<file path="src/rtl/nco_cfg_arbiter_if.sv">
// Requester and NCO configuration bus bundle for nco_cfg_arbiter.
// slave = arbiter side, master = requesters plus NCO side.
interface nco_cfg_arbiter_if #(
  parameter int unsigned NUM_REQ    = 4,
  parameter int unsigned DATA_WIDTH = 32,
  parameter int unsigned CTL_WIDTH  = 4
);
  logic [NUM_REQ-1:0]            req_valid;
  logic [2*NUM_REQ-1:0]          req_cmd;
  logic [DATA_WIDTH*NUM_REQ-1:0] req_data;
  logic [NUM_REQ-1:0]            req_ready;
  logic [NUM_REQ-1:0]            rsp_valid;
  logic                          rsp_err;
  logic [DATA_WIDTH-1:0]         rsp_data;
  logic [DATA_WIDTH-1:0]         nco_freq_mod;
  logic [DATA_WIDTH-1:0]         nco_pha_mod;
  logic [CTL_WIDTH-1:0]          nco_ctl;
  logic                          nco_ack;
  logic                          nco_done;
  logic [DATA_WIDTH-1:0]         nco_cur_pha;

  modport master (
    output req_valid, req_cmd, req_data, nco_ack, nco_done, nco_cur_pha,
    input  req_ready, rsp_valid, rsp_err, rsp_data, nco_freq_mod, nco_pha_mod, nco_ctl
  );

  modport slave (
    input  req_valid, req_cmd, req_data, nco_ack, nco_done, nco_cur_pha,
    output req_ready, rsp_valid, rsp_err, rsp_data, nco_freq_mod, nco_pha_mod, nco_ctl
  );
endinterface

</file>
<file path="src/rtl/nco_cfg_arbiter.sv">
// Round-robin arbiter sharing the single NCO configuration port among NUM_REQ
// requesters. One command in flight, per-phase timeout, phase readback routed
// back to the issuing requester.
module nco_cfg_arbiter #(
  parameter int unsigned NUM_REQ    = 4,
  parameter int unsigned DATA_WIDTH = 32,
  parameter int unsigned CTL_WIDTH  = 4,
  parameter int unsigned TIMEOUT    = 255
) (
  input  logic                  CLK,
  input  logic                  nRST,
  nco_cfg_arbiter_if.slave      bus,
  output logic                  busy,
  output logic [7:0]            err_cnt
);

  localparam int unsigned IDX_W = $clog2(NUM_REQ);

  localparam logic [1:0] IDLE      = 2'd0;
  localparam logic [1:0] ISSUE     = 2'd1;
  localparam logic [1:0] WAIT_DONE = 2'd2;
  localparam logic [1:0] RESP      = 2'd3;

  localparam logic [1:0] CMD_SET_FREQ   = 2'd0;
  localparam logic [1:0] CMD_ADD_PHASE  = 2'd1;
  localparam logic [1:0] CMD_LOAD_PHASE = 2'd2;
  localparam logic [1:0] CMD_READ_PHASE = 2'd3;

  // Timer starts at 0 on entry, so TIMEOUT waiting cycles end at TIMEOUT-1.
  localparam logic [7:0] TIMER_LAST = 8'(TIMEOUT - 1);

  logic [1:0]            state;
  logic [IDX_W-1:0]      rrPtr;
  logic [IDX_W-1:0]      grantIdx;
  logic [1:0]            cmdReg;
  logic [7:0]            timer;
  logic [CTL_WIDTH-1:0]  ctlReg;
  logic [DATA_WIDTH-1:0] freqModReg;
  logic [DATA_WIDTH-1:0] phaModReg;
  logic [NUM_REQ-1:0]    rspValidReg;
  logic                  rspErrReg;
  logic [DATA_WIDTH-1:0] rspDataReg;
  logic [7:0]            errCntReg;

  logic                  pickValid;
  logic [IDX_W-1:0]      pickIdx;
  logic [IDX_W-1:0]      rrNext;
  logic [1:0]            pickCmd;
  logic [DATA_WIDTH-1:0] pickData;
  logic [NUM_REQ-1:0]    reqReady;
  logic                  timerExpired;
  logic                  finishOk;
  logic                  finishErr;

  function automatic logic [IDX_W-1:0] wrapIdx(input int unsigned v);
    return IDX_W'((v >= NUM_REQ) ? (v - NUM_REQ) : v);
  endfunction

  // Pick the first pending requester at or after the round-robin pointer.
  always_comb begin
    pickValid = 1'b0;
    pickIdx   = '0;
    for (int unsigned i = 0; i < NUM_REQ; i++) begin
      if (!pickValid && bus.req_valid[wrapIdx(32'(rrPtr) + i)]) begin
        pickValid = 1'b1;
        pickIdx   = wrapIdx(32'(rrPtr) + i);
      end
    end
  end

  assign pickCmd  = bus.req_cmd[2*pickIdx +: 2];
  assign pickData = bus.req_data[DATA_WIDTH*pickIdx +: DATA_WIDTH];
  assign rrNext   = (pickIdx == IDX_W'(NUM_REQ - 1)) ? '0 : pickIdx + 1'b1;

  // Accept pulse only while idle, towards the chosen requester.
  always_comb begin
    reqReady = '0;
    if (state == IDLE && pickValid) begin
      reqReady[pickIdx] = 1'b1;
    end
  end

  assign timerExpired = (timer == TIMER_LAST);

  // ACK together with DONE in ISSUE counts as a completed command.
  assign finishOk  = (state == ISSUE     && bus.nco_ack && bus.nco_done) ||
                     (state == WAIT_DONE && bus.nco_done);
  assign finishErr = (state == ISSUE     && !bus.nco_ack  && timerExpired) ||
                     (state == WAIT_DONE && !bus.nco_done && timerExpired);

  // Command FSM: grant, drive NCO ctl/operands, wait for ACK then DONE.
  always_ff @(posedge CLK or negedge nRST) begin
    if (!nRST) begin
      state      <= IDLE;
      rrPtr      <= '0;
      grantIdx   <= '0;
      cmdReg     <= CMD_SET_FREQ;
      timer      <= '0;
      ctlReg     <= '0;
      freqModReg <= '0;
      phaModReg  <= '0;
    end else begin
      case (state)
        IDLE: begin
          if (pickValid) begin
            grantIdx <= pickIdx;
            cmdReg   <= pickCmd;
            rrPtr    <= rrNext;
            timer    <= '0;
            ctlReg   <= CTL_WIDTH'(1) << pickCmd;
            if (pickCmd == CMD_SET_FREQ) begin
              freqModReg <= pickData;
            end
            if (pickCmd == CMD_ADD_PHASE || pickCmd == CMD_LOAD_PHASE) begin
              phaModReg <= pickData;
            end
            state <= ISSUE;
          end
        end
        ISSUE: begin
          if (bus.nco_ack) begin
            ctlReg <= '0;
            timer  <= '0;
            state  <= bus.nco_done ? RESP : WAIT_DONE;
          end else if (timerExpired) begin
            ctlReg <= '0;
            state  <= RESP;
          end else begin
            timer <= timer + 8'd1;
          end
        end
        WAIT_DONE: begin
          if (bus.nco_done || timerExpired) begin
            state <= RESP;
          end else begin
            timer <= timer + 8'd1;
          end
        end
        default: state <= IDLE;
      endcase
    end
  end

  // Completion pulse, held result/error and saturating timeout counter.
  always_ff @(posedge CLK or negedge nRST) begin
    if (!nRST) begin
      rspValidReg <= '0;
      rspErrReg   <= 1'b0;
      rspDataReg  <= '0;
      errCntReg   <= '0;
    end else begin
      rspValidReg <= '0;
      if (finishOk) begin
        rspValidReg <= NUM_REQ'(1) << grantIdx;
        rspErrReg   <= 1'b0;
        rspDataReg  <= (cmdReg == CMD_READ_PHASE) ? bus.nco_cur_pha : '0;
      end else if (finishErr) begin
        rspValidReg <= NUM_REQ'(1) << grantIdx;
        rspErrReg   <= 1'b1;
        rspDataReg  <= '0;
        if (errCntReg != 8'hFF) begin
          errCntReg <= errCntReg + 8'd1;
        end
      end
    end
  end

  assign bus.req_ready    = reqReady;
  assign bus.rsp_valid    = rspValidReg;
  assign bus.rsp_err      = rspErrReg;
  assign bus.rsp_data     = rspDataReg;
  assign bus.nco_freq_mod = freqModReg;
  assign bus.nco_pha_mod  = phaModReg;
  assign bus.nco_ctl      = ctlReg;
  assign busy             = (state != IDLE);
  assign err_cnt          = errCntReg;

endmodule

</file>
<file path="src/flat_wrapper.sv">
// flat-port wrapper written by rule: the top's interface ports become plain ports
module nco_cfg_arbiter_flat 
#(
  parameter int unsigned NUM_REQ    = 4,
  parameter int unsigned DATA_WIDTH = 32,
  parameter int unsigned CTL_WIDTH  = 4,
  parameter int unsigned TIMEOUT    = 255
)
  (CLK, nRST, busy, err_cnt, bus_req_valid, bus_req_cmd, bus_req_data, bus_nco_ack, bus_nco_done, bus_nco_cur_pha, bus_req_ready, bus_rsp_valid, bus_rsp_err, bus_rsp_data, bus_nco_freq_mod, bus_nco_pha_mod, bus_nco_ctl);
  nco_cfg_arbiter_if #(.NUM_REQ(NUM_REQ), .DATA_WIDTH(DATA_WIDTH), .CTL_WIDTH(CTL_WIDTH)) bus_i ();
  input  logic CLK;
  input  logic nRST;
  output logic busy;
  output logic [7:0] err_cnt;
  input wire logic [$bits(bus_i.req_valid)-1:0] bus_req_valid;
  input wire logic [$bits(bus_i.req_cmd)-1:0] bus_req_cmd;
  input wire logic [$bits(bus_i.req_data)-1:0] bus_req_data;
  input wire logic [$bits(bus_i.nco_ack)-1:0] bus_nco_ack;
  input wire logic [$bits(bus_i.nco_done)-1:0] bus_nco_done;
  input wire logic [$bits(bus_i.nco_cur_pha)-1:0] bus_nco_cur_pha;
  output wire logic [$bits(bus_i.req_ready)-1:0] bus_req_ready;
  output wire logic [$bits(bus_i.rsp_valid)-1:0] bus_rsp_valid;
  output wire logic [$bits(bus_i.rsp_err)-1:0] bus_rsp_err;
  output wire logic [$bits(bus_i.rsp_data)-1:0] bus_rsp_data;
  output wire logic [$bits(bus_i.nco_freq_mod)-1:0] bus_nco_freq_mod;
  output wire logic [$bits(bus_i.nco_pha_mod)-1:0] bus_nco_pha_mod;
  output wire logic [$bits(bus_i.nco_ctl)-1:0] bus_nco_ctl;
  assign bus_i.req_valid = bus_req_valid;
  assign bus_i.req_cmd = bus_req_cmd;
  assign bus_i.req_data = bus_req_data;
  assign bus_i.nco_ack = bus_nco_ack;
  assign bus_i.nco_done = bus_nco_done;
  assign bus_i.nco_cur_pha = bus_nco_cur_pha;
  assign bus_req_ready = bus_i.req_ready;
  assign bus_rsp_valid = bus_i.rsp_valid;
  assign bus_rsp_err = bus_i.rsp_err;
  assign bus_rsp_data = bus_i.rsp_data;
  assign bus_nco_freq_mod = bus_i.nco_freq_mod;
  assign bus_nco_pha_mod = bus_i.nco_pha_mod;
  assign bus_nco_ctl = bus_i.nco_ctl;
  nco_cfg_arbiter #(.NUM_REQ(NUM_REQ), .DATA_WIDTH(DATA_WIDTH), .CTL_WIDTH(CTL_WIDTH), .TIMEOUT(TIMEOUT)) u_core (.CLK(CLK), .nRST(nRST), .bus(bus_i), .busy(busy), .err_cnt(err_cnt));
endmodule
</file>
<file path="config.mk">
export PLATFORM = sky130hd
export DESIGN_NAME = nco_cfg_arbiter_flat
export DESIGN_NICKNAME = d
export VERILOG_FILES = /design/src/rtl/nco_cfg_arbiter_if.sv /design/src/rtl/nco_cfg_arbiter.sv /design/src/flat_wrapper.sv
export SDC_FILE = /design/constraint.sdc
export NUM_CORES = 1
export LEC_CHECK = 0
export BUFFER_PORTS_ARGS = -buffer_cell sky130_fd_sc_hd__buf_2
export CAP_MARGIN = 40
export CORE_UTILIZATION = 35
export CTS_CLUSTER_SIZE = 16
export DETAILED_ROUTE_END_ITERATION = 16
export PLACE_DENSITY = 0.66
export SYNTH_ARGS = -nofsm -noshare
export SYNTH_HDL_FRONTEND = slang
export SYNTH_SLANG_ARGS = --single-unit
</file>
<file path="constraint.sdc">
create_clock -name CLK -period 3.4 [get_ports CLK]
set_input_delay 0.34 -clock CLK [delete_from_list [all_inputs] [get_ports CLK]]
set_output_delay 0.34 -clock CLK [all_outputs]
set_load 0.01 [all_outputs]
</file>
## Word-level counts from Yosys, hierarchy flattened

Cells that the tools add are included.

- Register bits: 129
- Input bits: 176
- Word-level logic and storage cells: 130

- Add/subtract/negate cells: 10
- $lt $le $gt $ge: 10
- Equal/unequal tests: 13
- Shifts and indexed selects: 4
- Mux-type cells: 46
- Bitwise operators: 1
- Reductions and logical operators: 34

Operators by type and width:

| kind | count |
|---|---|
| 128-bit by 8-bit indexed part select with 32-bit output | 1 |
| 32-bit two-way mux | 3 |
| 8-bit two-way mux | 4 |
| 2-bit two-way mux | 13 |
| 4-bit two-way mux | 6 |
| 8-bit one-hot mux with 3 select lines | 1 |
| 8-bit by 1-bit adder with 8-bit output (second input constant) | 2 |
| 2-bit by 3-bit < comparator with 1-bit output (second input constant) | 5 |
| 3-bit AND reduction | 5 |
| 1-bit logical AND | 12 |
| 1-bit two-way mux | 12 |
| 3-bit >= comparator (second input constant) | 3 |
| 1-bit binary-select mux with 2-bit select | 4 |
| 2-bit equality test (second input constant) | 4 |
| 8-bit equality test (second input constant) | 1 |
| 8-bit != test (second input constant) | 1 |
| 4-bit one-hot mux with 2 select lines | 1 |
| 8-bit by 4-bit indexed part select with 2-bit output | 1 |
| 1-bit by 2-bit left shift with 4-bit output (first input constant) | 2 |
| 2-bit by 1-bit subtractor with 2-bit output (second input constant) | 4 |
| 2-bit by 2-bit adder with 3-bit output (second input constant) | 2 |
| 2-bit one-hot mux with 3 select lines | 1 |
| 2-bit nonzero test | 3 |
| 1-bit zero test | 5 |
| 16 further kinds | 22 |

## Depth between registers and ports, before layout

- Depth after elaboration: 19
- Depth in mapped cells: 13
- Depth with buffers taken out: 10

## Least setup slack after synthesis

Ideal clock, no wire load.

- Kind: input port to flip-flop
- Start point: input bus_req_valid[2]
- End point: register u_core.phaModReg[2] (netlist: u_core.bus.nco_pha_mod[2])
- Library setup time: 134 ps
- Arrival time: 2,787 ps
- Data required time: 3,266 ps
- Setup slack: 478 ps
- Stages on the path: 13
- Cells stage by stage: nor2b_1 -> or4b_1 -> buf_2 -> nand2_1 -> inv_2 -> o211ai_2 -> nand2_1 -> ha_1 -> or3_1 -> buf_1 -> clkbuf_1 -> nand2_1 -> o21ai_0

- Word-level cells in the longest chain between the ends: 16

RTL lines:

| element | RTL line | source |
|---|---|---|
| start: declaration | flat_wrapper.sv:15 | `input wire logic [$bits(bus_i.req_valid)-1:0] bus_req_valid;` |
| 1-bit binary-select mux with 2-bit select | nco_cfg_arbiter.sv:64 | `if (!pickValid && bus.req_valid[wrapIdx(32'(rrPtr) + i)]) begin` |
| 1-bit two-way mux (not written as such) | nco_cfg_arbiter.sv:64 |  |
| 1-bit two-way mux | nco_cfg_arbiter.sv:64 |  |
| 1-bit zero test | nco_cfg_arbiter.sv:64 |  |
| 1-bit logical AND | nco_cfg_arbiter.sv:64 |  |
| 1-bit two-way mux | nco_cfg_arbiter.sv:64 |  |
| 1-bit zero test | nco_cfg_arbiter.sv:64 |  |
| 1-bit logical AND | nco_cfg_arbiter.sv:64 |  |
| 1-bit two-way mux | nco_cfg_arbiter.sv:64 |  |
| 1-bit zero test | nco_cfg_arbiter.sv:64 |  |
| 1-bit logical AND | nco_cfg_arbiter.sv:64 |  |
| 2-bit two-way mux * | nco_cfg_arbiter.sv:64 |  |
| named net u_core.pickIdx[0] | nco_cfg_arbiter.sv:46 | `logic [IDX_W-1:0] pickIdx;` |
| parallel branches: the longest is 4 deep, another holds 128-bit by 8-bit indexed part select with 32-bit output | n/a |  |
| end signal: assignment | nco_cfg_arbiter.sv:115 | `phaModReg <= pickData;` |
| end: declaration | nco_cfg_arbiter.sv:39 | `logic [DATA_WIDTH-1:0] phaModReg;` |

Mark *: on every way through the listed nets, which the timed path passes. The select of a mux whose other input is x is not followed.
A chain may end at the register's enable or synchronous reset.

## Final worst setup path

- Start point: register u_core.rrPtr[1]
- End point: register u_core.phaModReg[20] (netlist: u_core.bus.nco_pha_mod[20])

- Word-level cells in the longest chain between the ends: 18

RTL lines:

| element | RTL line | source |
|---|---|---|
| start: declaration | nco_cfg_arbiter.sv:33 | `logic [IDX_W-1:0] rrPtr;` |
| start signal: assignment | nco_cfg_arbiter.sv:108 | `rrPtr <= rrNext;` |
| parallel branches: the longest is 13 deep, another holds 2-bit by 1-bit adder with 3-bit output | n/a |  |
| 2-bit two-way mux * | nco_cfg_arbiter.sv:64 |  |
| named net u_core.pickIdx[0] | nco_cfg_arbiter.sv:46 |  |
| parallel branches: the longest is 4 deep, another holds 128-bit by 8-bit indexed part select with 32-bit output | n/a |  |

Marked as above.

==> summary.md <==
| Metric | Value |
|---|---|
| Outcome | finished, final reports clean |
| Number of DRC markers in iteration 0 | 161 |
| Placement row count | 49 |
| Element type at the critical path end | register |
| Share of the clock period used by the worst path after layout | 0.900 |
| Ports placed on the boundary | approximately 290 |
| Simple-Gate Fraction of Synth Area | 0.0861 |
| PD cells | 878 nW/µm² |
| H-Tree Level Count | 4 |
| Combinational family with the most area after synthesis | multiplexers |
| Post-route DRC violation count | 0 |
| Leakage | 4.73 nW |
| DPL Wire Length | roughly 13000 µm |
| Die Ht | roughly 140 µm |
| Number of warnings reported in the yosys synthesis log | 0 |
| Maximum VDD drop | roughly 0.40 mV |
| Number of antenna cells inserted | 0 |
| Period minus WS final | slightly above 3000 ps |
| Overflow left after global routing | 0 |
| Data arrival at the endpoint of the critical path | ~3300 ps |
| Insertion delay of the later-clocked pin in the worst-skew pair | around 410 ps |
| RSZ-0062 raised after global routing | no |
| Ys async rst share | 1.00 |
| Layout overhead on the synthesized area | 35.5% |
| Final antenna-violating net count | 0 |
| Share of the synthesized netlist area taken by xor and xnor gates | 0.00952 |
| Share of the synthesized area in compound gates (AO/OA/AOI/OAI) | 0.115 |
| Highest clock rate | roughly 330 MHz |
| Most frequent cell on the critical path | sky130_fd_sc_hd__nand2_1 |
| Number of antenna violations at the first check in global routing | 2 |
| Critical path start-end classification | reg2reg |
| Family of cells with the greatest summed delay on the critical path | simple AND/OR/NAND/NOR gates |
| Via total after detailed routing | around 5300 |
| Clock tree from TritonCTS | yes |
| Share of the synthesized area in the top cell type | 0.501 |
| Data required time at the worst endpoint | between 3000 and 4000 ps |
| Largest fanout of any net on the critical path | 32 |
| WL final | between 15000 and 20000 µm |
| Count of flip-flops with a built-in enable after synthesis | 0 |
| Synth unique cells | 48 |
| Classification of the worst-slack hold path | in2reg |
| Total clock buffers created by CTS | 17 |
| Max-cap violations | 0 |
| Sequential-to-total area share from yosys stat | 0.501 |
| Count of final hold-check violations | 0 |
| Commonest cells post-synth | sky130_fd_sc_hd__dfrtp_1, sky130_fd_sc_hd__mux2i_1, sky130_fd_sc_hd__nand2_1 |
| Sink Count | ~130 |
| Mapped Cells | roughly 600 |
| Max Buffers Root-to-Sink | 2 |
| Cell taking the most area after synthesis | sky130_fd_sc_hd__dfrtp_1 |
| Synthesized flop and latch total | ~130 |
| IO Port Bufs | around 290 |
| Die width | 138 µm |
| Net count reported at finish | 1065 |
| Launching element type of the critical path | register |
| Proportion of layout cells with a drive suffix above 1 | 0.430 |
| Area of the mapped netlist | ~6400 µm² |
| Most frequently used cell type in the post-synthesis netlist | sky130_fd_sc_hd__dfrtp_1 |
| Post-Route Skew | around 6.6 ps |
| Syn nets | roughly 770 |
| Worst-Margin Slew | about 700 ps |
| Buffers & Inverters on Critical Path | 2 |
| Synthesized-area fraction occupied by adder cells | 0.0233 |
| CTS clock-pin slew for the worst setup and hold paths | around 60 ps |
| Total Die Area | ~19000 µm² |
| Routability congestion estimate | ~0.84 |
| Via count of the first global-routing pass | around 5000 |
| Mean instance size in the synthesized netlist | roughly 11 µm² |
| Total Neg Setup Slack | 0 ps |
| Fill cell count | ~1700 |
| Slowest stage cell on the critical path | sky130_fd_sc_hd__or4_1 |
| Core ar. | between 15000 and 20000 µm² |
| Max Slew Vio Count | 0 |
| Max transition margin | 0.530 |
| Most area-consuming cells after synthesis | sky130_fd_sc_hd__dfrtp_1, sky130_fd_sc_hd__mux2i_1, sky130_fd_sc_hd__mux2_2 |
| Fin util | 0.484 |
| Number of setup violations in the final report | 0 |
| Mean number of vias per cell | roughly 4.7 |
| Starting density of the core | 0.357 |
| Cells traversed along the worst timing path | or4_1 -> nand2_1 -> clkinv_2 -> o211ai_2 -> nand2_1 -> ha_1 -> or3_2 -> buf_4 -> nand2_1 -> o21ai_0 |
| Wire length of the first global-routing pass | 25100 µm |
| Mux share of post-synthesis cell area | 0.210 |
| WL per Instance | around 15 µm |
| Maximum number of pins on one net before global-route repair | 76 |
| Drt first pass iters | 4 |
| GR Util All Layers | 0.175 |
| Main flop type after synthesis | sky130_fd_sc_hd__dfrtp_1 |
| Delay of the slowest cell on the worst path | about 640 ps |
| Master cell of the clock root buffer | sky130_fd_sc_hd__clkbuf_16 |
## worst reg2reg max path, stage by stage, from the launching register on
cell and delay [ps]:
sky130_fd_sc_hd__dfrtp_1 430, sky130_fd_sc_hd__or4_1 640, sky130_fd_sc_hd__nand2_1 150, sky130_fd_sc_hd__clkinv_2 100, sky130_fd_sc_hd__o211ai_2 210, sky130_fd_sc_hd__nand2_1 150
sky130_fd_sc_hd__ha_1 320, sky130_fd_sc_hd__or3_2 470, sky130_fd_sc_hd__buf_4 240, sky130_fd_sc_hd__nand2_1 120, sky130_fd_sc_hd__o21ai_0 90
## stage by stage
step / total power, W / instances / hold WS, ps / area [µm²] / setup slack, ps
finish: 0.00766 / 1119 / 144 / 8730 / 339
global route: 0.00829 / 1119 / 119 / 8730 / 131
CTS: 0.00778 / 1119 / 128 / 8730 / 334
global placement: 0.00593 / 1086 / 420 / 8150 / 277
detailed placement: 0.00600 / 1086 / 424 / 8150 / 189
floorplan: 0.00476 / 585 / 44.4 / 6440 / 478
## repair_timing
action,CTS,global route
hold endpoints to repair,52,0
setup endpoints to repair,0,0
setup buffers,0,0
gates resized for setup,0,0
hold buffers,1,0
## cells in the final DEF (no fill, tap or decap), types with 3 or more instances in the layout
cell                         netlist  routed
sky130_fd_sc_hd__clkinv_4          0       3
sky130_fd_sc_hd__and3_1            3       3
sky130_fd_sc_hd__inv_1            46      46
sky130_fd_sc_hd__clkbuf_16         0      17
sky130_fd_sc_hd__nand3_1          10      10
sky130_fd_sc_hd__nor2_1           18      17
sky130_fd_sc_hd__o21ai_0          49      49
sky130_fd_sc_hd__buf_2             4     292
sky130_fd_sc_hd__xnor2_1           4       4
sky130_fd_sc_hd__dfrtp_1         129     129
sky130_fd_sc_hd__nand2_1          56      56
sky130_fd_sc_hd__nor2b_1           6       6
sky130_fd_sc_hd__mux2_2           35      35
sky130_fd_sc_hd__mux2i_1          96      96
sky130_fd_sc_hd__ha_1             12      12
sky130_fd_sc_hd__o31ai_1           5       5
sky130_fd_sc_hd__a21oi_1           5       5
sky130_fd_sc_hd__nor3b_1           3       3
sky130_fd_sc_hd__xor2_1            3       3
sky130_fd_sc_hd__clkinvlp_4        0       5
sky130_fd_sc_hd__nor3_1            5       5
sky130_fd_sc_hd__a22o_1           32      32
sky130_fd_sc_hd__buf_4             5      10
sky130_fd_sc_hd__clkinv_2          0       5
sky130_fd_sc_hd__nand4_1           3       3
## sequential cells by signal, summed over array words and instances, names as in the netlist
| name | cells |
|---|---|
| u_core.cmdReg | 2 |
| u_core.bus.rsp_data | 32 |
| u_core.state | 2 |
| u_core.bus.nco_ctl | 4 |
| u_core.grantIdx | 2 |
| u_core.bus.rsp_valid | 4 |
| u_core.bus.nco_freq_mod | 32 |
| u_core.timer | 8 |
| u_core.bus.rsp_err | 1 |
| u_core.bus.nco_pha_mod | 32 |
| u_core.err_cnt | 8 |
| u_core.rrPtr | 2 |
## final cells by class
cell class	instances	area, µm²	share of cell area
Inverter	48	181	0.0208
Tap cell	229	287	0.0328
Sequential cell	129	3230	0.370
Multi-Input combinational cell	375	2870	0.328
Timing Repair Buffer	306	1600	0.183
Clock inverter	13	114	0.0130
Clock buffer	19	453	0.0519
## path summary, 6_finish.rpt
check                                                start                           to  slack (ps)  cells after the start
worst max-delay path                       u_core.rrPtr[1]   u_core.bus.nco_pha_mod[20]         340                     10
worst min-delay path                    bus_nco_cur_pha[5]       u_core.bus.rsp_data[5]         140                      2
worst max register to register             u_core.rrPtr[1]   u_core.bus.nco_pha_mod[20]         340                     10
worst min register to register  u_core.bus.nco_pha_mod[12]   u_core.bus.nco_pha_mod[12]         470                      2
max in group asynchronous                             nRST  u_core.bus.nco_freq_mod[14]        2110                      3
min in group asynchronous                             nRST      u_core.bus.rsp_data[18]         530                      2
## per-layer routing
metal,track usage,vias to the layer above,wire (µm)
li1,-,2628,-
met1,0.208,2438,6950
met2,0.295,217,8120
met3,0.0500,24,1410
met4,0.0733,4,284
met5,0,-,23
## kinds of logic after synthesis
logic type / after synthesis
adder cells (fa/ha/maj): 12
AND/OR/NAND/NOR: 118
XOR/XNOR: 7
flip-flops: 129
AO/OA/AOI/OAI: 107
multiplexers: 131
buffers and inverters: 81
## power breakdown
group / internal, W / switching (W)
Clock: 0.00104 / 0.000690
Combinational: 0.00152 / 0.00191
Sequential: 0.00216 / 0.000337
Total: 0.00472 / 0.00294
Note: power is estimated with default switching activity, not from simulation.
